$ cat config.mk
export PLATFORM = sky130hd
export DESIGN_NAME = vga_frame_scheduler_flat
export DESIGN_NICKNAME = d
export VERILOG_FILES = /design/src/rtl/vga_frame_scheduler_pkg.sv /design/src/rtl/vga_frame_scheduler_if.sv /design/src/rtl/vga_frame_scheduler_pos_events.sv /design/src/rtl/vga_frame_scheduler.sv /design/src/flat_wrapper.sv
export SDC_FILE = /design/constraint.sdc
export NUM_CORES = 1
export LEC_CHECK = 0
export BUFFER_PORTS_ARGS = -buffer_cell sky130_fd_sc_hd__buf_2
export CAP_MARGIN = 20
export CORE_UTILIZATION = 35
export DETAILED_ROUTE_END_ITERATION = 8
export HOLD_SLACK_MARGIN = 0.15
export PLACE_DENSITY = 0.61
export SLEW_MARGIN = 10
export SYNTH_ARGS = -nofsm -noshare
export SYNTH_HDL_FRONTEND = slang
export SYNTH_HIERARCHICAL = 1
export SYNTH_SLANG_ARGS = --single-unit
$ cat constraint.sdc
create_clock -name clk -period 4.6 [get_ports clk]
set_clock_uncertainty 0.1 [all_clocks]
set_input_delay 0.23 -clock clk [delete_from_list [all_inputs] [get_ports clk]]
set_output_delay 0.23 -clock clk [all_outputs]
set_load 0.1 [all_outputs]
$ cat src/rtl/vga_frame_scheduler_pkg.sv
// -----------------------------------------------------------------------------
// vga_frame_scheduler_pkg
//   Shared types and default raster constants for the VGA frame scheduler.
//   - sched_state_t : scheduler phase (SYNC / DRAW / UPDATE / DRAIN)
//   - *_DEF         : default 640x480 timing constants
//   - at_line_start : exact-equality test for "column 0 of a given line"
// -----------------------------------------------------------------------------
package vga_frame_scheduler_pkg;

  typedef enum logic [1:0] {
    ST_SYNC   = 2'd0,
    ST_DRAW   = 2'd1,
    ST_UPDATE = 2'd2,
    ST_DRAIN  = 2'd3
  } sched_state_t;

  localparam int H_ACTIVE_DEF    = 640;
  localparam int V_ACTIVE_DEF    = 480;
  localparam int V_TOTAL_DEF     = 525;
  localparam int GUARD_LINES_DEF = 2;
  localparam int POS_W           = 10;

  // True only on the exact pixel (line, 0); any other coordinate is ignored.
  function automatic logic at_line_start(input logic [POS_W-1:0] row,
                                         input logic [POS_W-1:0] col,
                                         input logic [POS_W-1:0] line);
    return (row == line) && (col == '0);
  endfunction

endpackage

$ cat src/rtl/vga_frame_scheduler_if.sv
// -----------------------------------------------------------------------------
// vga_frame_scheduler_if
//   Bundles the renderer port, the game-logic port and the object-table RAM
//   port of the frame scheduler.
//   master : request side (renderer, game logic) and RAM observer
//   slave  : the scheduler itself
// -----------------------------------------------------------------------------
interface vga_frame_scheduler_if #(
  parameter int AW = 6,
  parameter int DW = 32
);

  logic          rnd_req;
  logic [AW-1:0] rnd_addr;
  logic          rnd_rvalid;

  logic          game_req;
  logic          game_we;
  logic [AW-1:0] game_addr;
  logic [DW-1:0] game_wdata;
  logic          game_ack;
  logic          game_rvalid;

  logic          mem_en;
  logic          mem_we;
  logic [AW-1:0] mem_addr;
  logic [DW-1:0] mem_wdata;

  modport master (
    output rnd_req, rnd_addr,
    output game_req, game_we, game_addr, game_wdata,
    input  rnd_rvalid, game_ack, game_rvalid,
    input  mem_en, mem_we, mem_addr, mem_wdata
  );

  modport slave (
    input  rnd_req, rnd_addr,
    input  game_req, game_we, game_addr, game_wdata,
    output rnd_rvalid, game_ack, game_rvalid,
    output mem_en, mem_we, mem_addr, mem_wdata
  );

endinterface

$ cat src/rtl/vga_frame_scheduler_pos_events.sv
// -----------------------------------------------------------------------------
// vga_frame_scheduler_pos_events
//   Decodes the raster position from the timing generator into the three
//   frame events the scheduler reacts to. Each is high only on the exact
//   coordinate, so a skipped coordinate simply produces no event.
//   Ports:
//     col_i, row_i   : current raster position
//     o_sof          : row 0, col 0
//     o_vblank_start : row V_ACTIVE, col 0
//     o_guard_start  : row V_TOTAL-GUARD_LINES, col 0
// -----------------------------------------------------------------------------
module vga_frame_scheduler_pos_events
  import vga_frame_scheduler_pkg::*;
#(
  parameter int V_ACTIVE    = V_ACTIVE_DEF,
  parameter int V_TOTAL     = V_TOTAL_DEF,
  parameter int GUARD_LINES = GUARD_LINES_DEF
) (
  input  logic [POS_W-1:0] col_i,
  input  logic [POS_W-1:0] row_i,
  output logic             o_sof,
  output logic             o_vblank_start,
  output logic             o_guard_start
);

  localparam logic [POS_W-1:0] ROW_VBLANK = POS_W'(V_ACTIVE);
  localparam logic [POS_W-1:0] ROW_GUARD  = POS_W'(V_TOTAL - GUARD_LINES);

  assign o_sof          = at_line_start(row_i, col_i, '0);
  assign o_vblank_start = at_line_start(row_i, col_i, ROW_VBLANK);
  assign o_guard_start  = at_line_start(row_i, col_i, ROW_GUARD);

endmodule

$ cat src/rtl/vga_frame_scheduler.sv
// -----------------------------------------------------------------------------
// vga_frame_scheduler
//   Owns the single port of the shared object-table RAM. The renderer reads
//   during active video (DRAW); game logic gets req/ack access only inside the
//   vertical-blank update window (UPDATE); the last GUARD_LINES lines of the
//   blank (DRAIN) accept nothing new but let in-flight reads return.
//   Ports:
//     clk, reset            : pixel clock, async active-high reset
//     col_i, row_i          : raster position from the timing generator
//     bus (slave)           : renderer / game / RAM signals
//     frame_tick            : one-cycle pulse at start of vblank
//     frame_cnt             : completed frames, wraps
//     upd_window            : high while in the update window
//     overrun, overrun_clr  : sticky "game request left pending" flag + clear
// -----------------------------------------------------------------------------
module vga_frame_scheduler
  import vga_frame_scheduler_pkg::*;
#(
  parameter int V_ACTIVE    = V_ACTIVE_DEF,
  parameter int V_TOTAL     = V_TOTAL_DEF,
  parameter int GUARD_LINES = GUARD_LINES_DEF,
  parameter int AW          = 6,
  parameter int DW          = 32
) (
  input  logic               clk,
  input  logic               reset,
  input  logic [POS_W-1:0]   col_i,
  input  logic [POS_W-1:0]   row_i,
  vga_frame_scheduler_if.slave bus,
  output logic               frame_tick,
  output logic [15:0]        frame_cnt,
  output logic               upd_window,
  output logic               overrun,
  input  logic               overrun_clr
);

  sched_state_t  r_state;
  logic          r_frame_tick;
  logic [15:0]   r_frame_cnt;
  logic          r_upd_window;
  logic          r_overrun;
  logic          r_game_ack;
  logic          r_mem_en;
  logic          r_mem_we;
  logic          r_mem_src_game;
  logic [AW-1:0] r_mem_addr;
  logic [DW-1:0] r_mem_wdata;
  logic          r_rnd_rvalid;
  logic          r_game_rvalid;

  logic w_sof;
  logic w_vblank_start;
  logic w_guard_start;
  logic w_game_pending;
  logic w_rnd_rd;
  logic w_game_grant;
  logic w_ovr_set;

  vga_frame_scheduler_pos_events #(
    .V_ACTIVE    (V_ACTIVE),
    .V_TOTAL     (V_TOTAL),
    .GUARD_LINES (GUARD_LINES)
  ) u_pos_events (
    .col_i          (col_i),
    .row_i          (row_i),
    .o_sof          (w_sof),
    .o_vblank_start (w_vblank_start),
    .o_guard_start  (w_guard_start)
  );

  // A request seen while its ack is on the wire is the same request, so it is
  // never re-accepted; this also limits game traffic to one access per 2 cycles.
  assign w_game_pending = bus.game_req && !r_game_ack;
  assign w_rnd_rd       = (r_state == ST_DRAW) && bus.rnd_req;
  // The window-closing cycle grants nothing; a pending request there is an overrun.
  assign w_game_grant   = (r_state == ST_UPDATE) && !w_guard_start && w_game_pending;
  assign w_ovr_set      = (r_state == ST_UPDATE) &&  w_guard_start && w_game_pending;

  always_ff @(posedge clk or posedge reset) begin
    if (reset) begin
      r_state        <= ST_SYNC;
      r_frame_tick   <= 1'b0;
      r_frame_cnt    <= '0;
      r_upd_window   <= 1'b0;
      r_overrun      <= 1'b0;
      r_game_ack     <= 1'b0;
      r_mem_en       <= 1'b0;
      r_mem_we       <= 1'b0;
      r_mem_src_game <= 1'b0;
      r_mem_addr     <= '0;
      r_mem_wdata    <= '0;
      r_rnd_rvalid   <= 1'b0;
      r_game_rvalid  <= 1'b0;
    end else begin
      r_frame_tick <= 1'b0;
      r_game_ack   <= 1'b0;
      r_mem_en     <= 1'b0;
      r_mem_we     <= 1'b0;

      // RAM read data arrives one cycle after the enable; tag it by requester.
      r_rnd_rvalid  <= r_mem_en && !r_mem_we && !r_mem_src_game;
      r_game_rvalid <= r_mem_en && !r_mem_we &&  r_mem_src_game;

      if (w_rnd_rd) begin
        r_mem_en       <= 1'b1;
        r_mem_src_game <= 1'b0;
        r_mem_addr     <= bus.rnd_addr;
      end else if (w_game_grant) begin
        r_game_ack     <= 1'b1;
        r_mem_en       <= 1'b1;
        r_mem_we       <= bus.game_we;
        r_mem_src_game <= 1'b1;
        r_mem_addr     <= bus.game_addr;
        r_mem_wdata    <= bus.game_wdata;
      end

      // Set has priority over a simultaneous clear.
      if (w_ovr_set) begin
        r_overrun <= 1'b1;
      end else if (overrun_clr) begin
        r_overrun <= 1'b0;
      end

      case (r_state)
        ST_SYNC: begin
          if (w_sof) r_state <= ST_DRAW;
        end
        ST_DRAW: begin
          if (w_vblank_start) begin
            r_state      <= ST_UPDATE;
            r_upd_window <= 1'b1;
            r_frame_tick <= 1'b1;
            r_frame_cnt  <= r_frame_cnt + 16'd1;
          end
        end
        ST_UPDATE: begin
          if (w_guard_start) begin
            r_state      <= ST_DRAIN;
            r_upd_window <= 1'b0;
          end
        end
        ST_DRAIN: begin
          if (w_sof) r_state <= ST_DRAW;
        end
        default: begin
          r_state <= ST_SYNC;
        end
      endcase
    end
  end

  assign bus.rnd_rvalid  = r_rnd_rvalid;
  assign bus.game_ack    = r_game_ack;
  assign bus.game_rvalid = r_game_rvalid;
  assign bus.mem_en      = r_mem_en;
  assign bus.mem_we      = r_mem_we;
  assign bus.mem_addr    = r_mem_addr;
  assign bus.mem_wdata   = r_mem_wdata;
  assign frame_tick      = r_frame_tick;
  assign frame_cnt       = r_frame_cnt;
  assign upd_window      = r_upd_window;
  assign overrun         = r_overrun;

endmodule

$ cat src/flat_wrapper.sv
// flat-port wrapper written by rule: the top's interface ports become plain ports
module vga_frame_scheduler_flat import vga_frame_scheduler_pkg::*;
#(
  parameter int V_ACTIVE    = V_ACTIVE_DEF,
  parameter int V_TOTAL     = V_TOTAL_DEF,
  parameter int GUARD_LINES = GUARD_LINES_DEF,
  parameter int AW          = 6,
  parameter int DW          = 32
)
  (clk, reset, col_i, row_i, frame_tick, frame_cnt, upd_window, overrun, overrun_clr, bus_rnd_req, bus_rnd_addr, bus_game_req, bus_game_we, bus_game_addr, bus_game_wdata, bus_rnd_rvalid, bus_game_ack, bus_game_rvalid, bus_mem_en, bus_mem_we, bus_mem_addr, bus_mem_wdata);
  vga_frame_scheduler_if #(.AW(AW), .DW(DW)) bus_i ();
  input  logic clk;
  input  logic reset;
  input  logic [POS_W-1:0] col_i;
  input  logic [POS_W-1:0] row_i;
  output logic frame_tick;
  output logic [15:0] frame_cnt;
  output logic upd_window;
  output logic overrun;
  input  logic overrun_clr;
  input wire logic [$bits(bus_i.rnd_req)-1:0] bus_rnd_req;
  input wire logic [$bits(bus_i.rnd_addr)-1:0] bus_rnd_addr;
  input wire logic [$bits(bus_i.game_req)-1:0] bus_game_req;
  input wire logic [$bits(bus_i.game_we)-1:0] bus_game_we;
  input wire logic [$bits(bus_i.game_addr)-1:0] bus_game_addr;
  input wire logic [$bits(bus_i.game_wdata)-1:0] bus_game_wdata;
  output wire logic [$bits(bus_i.rnd_rvalid)-1:0] bus_rnd_rvalid;
  output wire logic [$bits(bus_i.game_ack)-1:0] bus_game_ack;
  output wire logic [$bits(bus_i.game_rvalid)-1:0] bus_game_rvalid;
  output wire logic [$bits(bus_i.mem_en)-1:0] bus_mem_en;
  output wire logic [$bits(bus_i.mem_we)-1:0] bus_mem_we;
  output wire logic [$bits(bus_i.mem_addr)-1:0] bus_mem_addr;
  output wire logic [$bits(bus_i.mem_wdata)-1:0] bus_mem_wdata;
  assign bus_i.rnd_req = bus_rnd_req;
  assign bus_i.rnd_addr = bus_rnd_addr;
  assign bus_i.game_req = bus_game_req;
  assign bus_i.game_we = bus_game_we;
  assign bus_i.game_addr = bus_game_addr;
  assign bus_i.game_wdata = bus_game_wdata;
  assign bus_rnd_rvalid = bus_i.rnd_rvalid;
  assign bus_game_ack = bus_i.game_ack;
  assign bus_game_rvalid = bus_i.game_rvalid;
  assign bus_mem_en = bus_i.mem_en;
  assign bus_mem_we = bus_i.mem_we;
  assign bus_mem_addr = bus_i.mem_addr;
  assign bus_mem_wdata = bus_i.mem_wdata;
  vga_frame_scheduler #(.V_ACTIVE(V_ACTIVE), .V_TOTAL(V_TOTAL), .GUARD_LINES(GUARD_LINES), .AW(AW), .DW(DW)) u_core (.clk(clk), .reset(reset), .col_i(col_i), .row_i(row_i), .bus(bus_i), .frame_tick(frame_tick), .frame_cnt(frame_cnt), .upd_window(upd_window), .overrun(overrun), .overrun_clr(overrun_clr));
endmodule
After elaboration in Yosys (flattened, before gate mapping)
Cells that the tools add are included.
{ "word_totals": {"romBits": 0, "memories": 0, "wordCells": 70, "ram_bits": 0, "register_bits": 65, "latch_bits": 0, "input_bits": 70, "out_inout_bits": 62} }
{ "op_classes": {"n_addsub": 1, "mul": 0, "n_mux": 20, "shifts": 0, "reduce_logical": 27, "n_div": 0, "bitwise": 1, "n_lt_le_gt_ge": 0, "n_eq_ne": 8} }
{ "ops": {"columns": ["operator", "n"], "rows": [
  ["logical NOT 10 bit", 2],
  ["adder 16 x 1 -> 16 bit (second input constant)", 1],
  ["2-to-1 mux 1 bit", 13],
  ["logical AND 1 bit", 12],
  ["2-to-1 mux 6 bit", 2],
  ["equality test 10 bit (second input constant)", 1],
  ["equality test 10 x 9 -> 1 bit (second input constant)", 1],
  ["2-to-1 mux 2 bit", 3],
  ["case mux 2 bit (3 select lines)", 1],
  ["AND reduction 3 bit", 2],
  ["nonzero test 2 bit", 3],
  ["equality test 2 bit (second input constant)", 2],
  ["logical NOT 1 bit", 4],
  ["inequality test 2 x 1 -> 1 bit (second input constant)", 2],
  ["AND reduction 2 bit", 2],
  ["equality test 2 x 1 -> 1 bit (second input constant)", 1],
  ["logical NOT 2 bit", 1],
  ["inequality test 2 bit (second input constant)", 1],
  ["case mux 1 bit (2 select lines)", 1],
  ["OR reduction 2 bit", 1],
  ["NOT 1 bit", 1]
]} }

Longest topological paths before layout
{ "logic_depth": {"word_depth": 7, "ltp_mapped": 8, "ltp_nobuf": 7} }

Cells and area by module
Netlist, hierarchy kept.
{ "modules_own_cells": {"columns": ["mod", "area_each_um2", "cells_per_inst", "n_inst", "seq_area_each_um2"], "rows": [
  ["vga_frame_scheduler", 2750.1, 191, 1, 1626.6],
  ["vga_frame_scheduler_pos_events", 96.3, 15, 1, 0.0]
]} }

Worst setup path before layout
No wires, ideal clock.
{ "synth_timing": {"path_type": "flip-flop to flip-flop", "startpoint": "reg u_core.r_frame_cnt[2] (netlist: u_core/frame_cnt[2])", "endpoint": "reg u_core.r_frame_cnt[15] (netlist: u_core/frame_cnt[15])", "setup_time_ps": 158, "required_ps": 4342, "n_path_buf": 0, "slack_ps": 2404, "path_stages_with_launch": 5, "t_arrival_ps": 1938, "period_less_slack_ps": 2196, "cell_sequence": "dfrtp_1 nand4_1 and4b_1 nand3_1 xnor2_1"} }
{ "synth_via": {"elab_chain_cells": 1} }
{ "synth_rtl": {"columns": ["item", "line_no", "rtl"], "rows": [
  ["start: declaration", "vga_frame_scheduler.sv:39", "logic [15:0] r_frame_cnt;"],
  ["start signal: assignment", "vga_frame_scheduler.sv:133", "r_frame_cnt <= r_frame_cnt + 16'd1;"],
  ["adder 16 x 1 -> 16 bit", "vga_frame_scheduler.sv:133", null]
]} }
Every way passes these cells.
A chain may end at the register's enable or synchronous reset.

Final worst setup path
{ "layout_timing": {"startpoint": "reg u_core.r_state[1]", "endpoint": "reg u_core.r_mem_wdata[29] (netlist: u_core/bus.mem_wdata[29])"} }
{ "layout_via": {"elab_chain_cells": 4, "elab_cells_between_ends": 7, "cone_classes": "eq/ne (2); bitwise (1); reduce/logical (4)"} }
{ "layout_rtl": {"columns": ["item", "line_no", "rtl"], "rows": [
  ["start: declaration", "vga_frame_scheduler.sv:37", "sched_state_t r_state;"],
  ["start signal: assignment", "vga_frame_scheduler.sv:81", "r_state <= ST_SYNC;"],
  ["start signal: assignment", "vga_frame_scheduler.sv:126", "if (w_sof) r_state <= ST_DRAW;"],
  ["start signal: assignment", "vga_frame_scheduler.sv:130", "r_state <= ST_UPDATE;"],
  ["equality test 2 bit or equality test 2 x 1 -> 1 bit (tied branches)", "vga_frame_scheduler.sv:76, vga_frame_scheduler.sv:74", null],
  ["logical AND 1 bit (on tied branches)", "vga_frame_scheduler.sv:76, vga_frame_scheduler.sv:74", null],
  ["logical AND 1 bit or NOT 1 bit (tied branches)", null, null],
  ["AND reduction 2 bit (no line) *", null, null],
  ["end signal: assignment", "vga_frame_scheduler.sv:114", "r_mem_wdata <= bus.game_wdata;"],
  ["end: declaration", "vga_frame_scheduler.sv:47", "logic [DW-1:0] r_mem_wdata;"]
]} }
Every way passes the cells marked *; elsewhere a longest branch is shown, timed or not.

==> impl_metrics.yaml <==
run_status:
  outcome: "complete, no violations"
layout:
  final_cell_mix: "buf_2, dfrtp_1, dlygate4sd3_1"
  diodes: 0
  nFillCells: 681
  synthToLayoutAreaGrowth_pct: 51.38
  drive_gt1_share_pct: 47.22
  multi_input_comb_area_um2: 1149
  seq_area_um2: 1627
  final_common_cell: "buf_2"
  fin_nets: 464
critical_path:
  cp.arrival_ns: 2.44
  cp_max_fo: 33
  worstSetupStartpointType: "register"
  cp.required_ns: 4.72
  cp_slowest_cell: "nand2_4"
  crit_type: "reg -> reg"
  max_stage_delay_ns: 0.60
  end_kind: "register"
  crit_chain: "inv_1 -> ha_1 -> nand2_1 -> nand2_4 -> mux2_1"
synthesis:
  yosysSeqAreaShare_pct: 57.14
  ys_types: 37
  async_reset_ff_share_pct: 100.0
  syn-cell-area_um2: 2846
  synth_nets: 279
  syn_area_per_cell_um2: 13.82
  ys_warn_count: 6
  ys_ff_latch: 65
  synth_ff_type: "dfrtp_1"
  synth-edff-count: 0
  syn_inst: 206
clocking:
  cts_made_buffers: 9
  clk_latency_ns: 0.33
  cts_tree: "done"
  cts_sinks: 65
  h-tree-depth: 3
  cts_setup_buffers: 0
  cts_resized: 0
  path_clk_slew_ns: 0.07
  hold_buffers: 47
  cts_root_buffer: "clkbuf_8"
  cts_buffer_depth: 2
power:
  ir_drop_mv: 0.2062
  power_density_nw_per_um2: 376.9
  leakagePower_nw: 2.369
placement:
  io_buffer_count: 131
  dpl_worst_slack_ns: 2.059
  dp_hpwl_um: 4257
  place.gp.congestion: 0.7600
drt:
  first_pass_iters: 4
  wl_per_cell_um: 13.98
  vias: 2285
  route.met3.wl_um: 439
  wl_met2_um: 3345
  drc: 0
  via_per_inst: 4.588
  dr.max_layer_used: "met4"
  met1_length_um: 3074
  drt-total-wl_um: 6963
  first_iter_violations: 78
  ant_nets: 0
min_path:
  hp-class: "in -> reg"
grt:
  track_usage_pct: 17.06
  antenna_found_initial: 0
  grt_max_degree: 66
  grt_pass1_wl_um: 11190
  grt-ovfl-total: 0
  grt_pass1_vias: 2346
sta:
  fmax_mhz: 430.2
  hold_violations: 0
  drv_slew: 0
  postLayoutSetupSlackWorst_ns: 2.276
  rsz0062_at_grt: "false"
  max_slew.worst_pin.slew_ns: 0.8264
  finalSetupViolCount: 0
  setup_tns_ns: 0
  min_period_ns: 2.324
  maxSlewHeadroom_pct: 44.90
  finalCritPeriodShare_pct: 50.53
floorplan:
  placementRows: 32
  core_area_um2: 7807
  die_h_um: 92.18
  start_util_pct: 36.46
  io-pin-count: 132
  fp.dieW_um: 92.18
  die_area_um2: 8497
flow_run:
  cap_violations: 0
-- cell usage after synthesis, types with 2 or more instances --
cell       n  area, um2
dfrtp_1   65       1627
mux2_4    29      435.4
nor2_1    12      45.04
xnor2_1   11      96.34
nand2_1   10      37.54
inv_1      8      30.03
nand3_1    7      35.03
a21oi_1    6      30.03
mux2i_1    6      60.06
nand4_1    5      31.28
xor2_1     4      35.03
and3_1     3      18.77
buf_6      3      33.78
ha_1       3      37.54
mux2_1     3      33.78
nor3_1     3      15.01
o21ai_0    3      15.01
and4_1     2      17.52
clkbuf_1   2      7.510
nor3_2     2      20.02
nor4_2     2      25.02
o22ai_1    2      12.51
-- where the power goes --
part	total, W	switching (W)	internal (W)	leakage, nW
combinational	0.000419	0.000293	0.000126	1.38
sequential	0.000618	0.0000162	0.000602	0.870
clock	0.000587	0.000224	0.000363	0.117
total	0.00162	0.000533	0.00109	2.37
-- registers in the layout, indices dropped and copies added (netlist names) --
register	count
u_core/frame_tick	1
u_core/bus.game_rvalid	1
u_core/bus.mem_en	1
u_core/frame_cnt	16
u_core/r_mem_src_game	1
u_core/bus.mem_we	1
u_core/overrun	1
u_core/bus.game_ack	1
u_core/bus.mem_wdata	32
u_core/bus.rnd_rvalid	1
u_core/r_state	2
u_core/bus.mem_addr	6
u_core/upd_window	1
-- path summary, 6_finish.rpt --
| kind | from | to | slack, ns | cells past startpoint |
|---|---|---|---|---|
| setup / recovery | u_core/r_state[1] | u_core/bus.mem_wdata[29] | 2.28 | 5 |
| hold / removal | bus_game_req | u_core/overrun | 0.19 | 3 |
| setup reg to reg | u_core/r_state[1] | u_core/bus.mem_wdata[29] | 2.28 | 5 |
| hold reg to reg | u_core/bus.mem_we | u_core/bus.rnd_rvalid | 0.36 | 1 |
| max in group asynchronous | reset | u_core/bus.mem_addr[2] | 3.27 | 4 |
| min in group asynchronous | reset | u_core/bus.mem_wdata[4] | 0.57 | 4 |
-- routing by layer --
metal | global-route usage, % | vias to the layer above
li1 | - | 1087
met2 | 28.30 | 95
met4 | 4.688 | 0
met5 | 0 | -
met1 | 20.98 | 1092
met3 | 6.053 | 11
-- stage by stage --
stage	power [W]	hold slack [ns]	utilization [%]	cells	cell area (um2)
after floorplan	0.0008950	0.2289	-	206	2846
after global placement	0.0009747	0.3172	46.06	435	3596
after detailed placement	0.0009781	0.3228	46.06	435	3596
after CTS	0.001643	0.1841	55.19	498	4309
after global routing	0.001694	0.1900	55.19	498	4309
final	0.001624	0.1924	55.19	498	4309
-- layout make-up --
class / count / area share [%]
clock buffers: 10 / 2.962
clock inverters: 6 / 2.671
inverters: 8 / 0.6969
multi-input cells: 128 / 26.66
flip-flops and latches: 65 / 37.75
well taps: 102 / 2.962
repair buffers: 179 / 26.31
-- logic make-up (layout without fill, tap and decap cells) --
family / count (synthesis) / after routing / share of synthesized area, %
DFF: 65 / 65 / 57.14
and+or+nand+nor: 58 / 58 / 12.79
muxes: 39 / 39 / 18.99
xor gates and xnor gates: 15 / 15 / 4.615
AOI/OAI and AO/OA: 13 / 13 / 2.637
buffers and inverters: 13 / 203 / 2.506
adders and majority gates: 3 / 3 / 1.319
-- critical path, delay by kind of cell (launching register included) --
family                     cells  cell delay [ns]
buffers and inverters          1             0.06
DFF                            1             0.40
and+or+nand+nor                2             0.97
adders and majority gates      1             0.27
muxes                          1             0.38
Power figures use the tool's default switching activity.
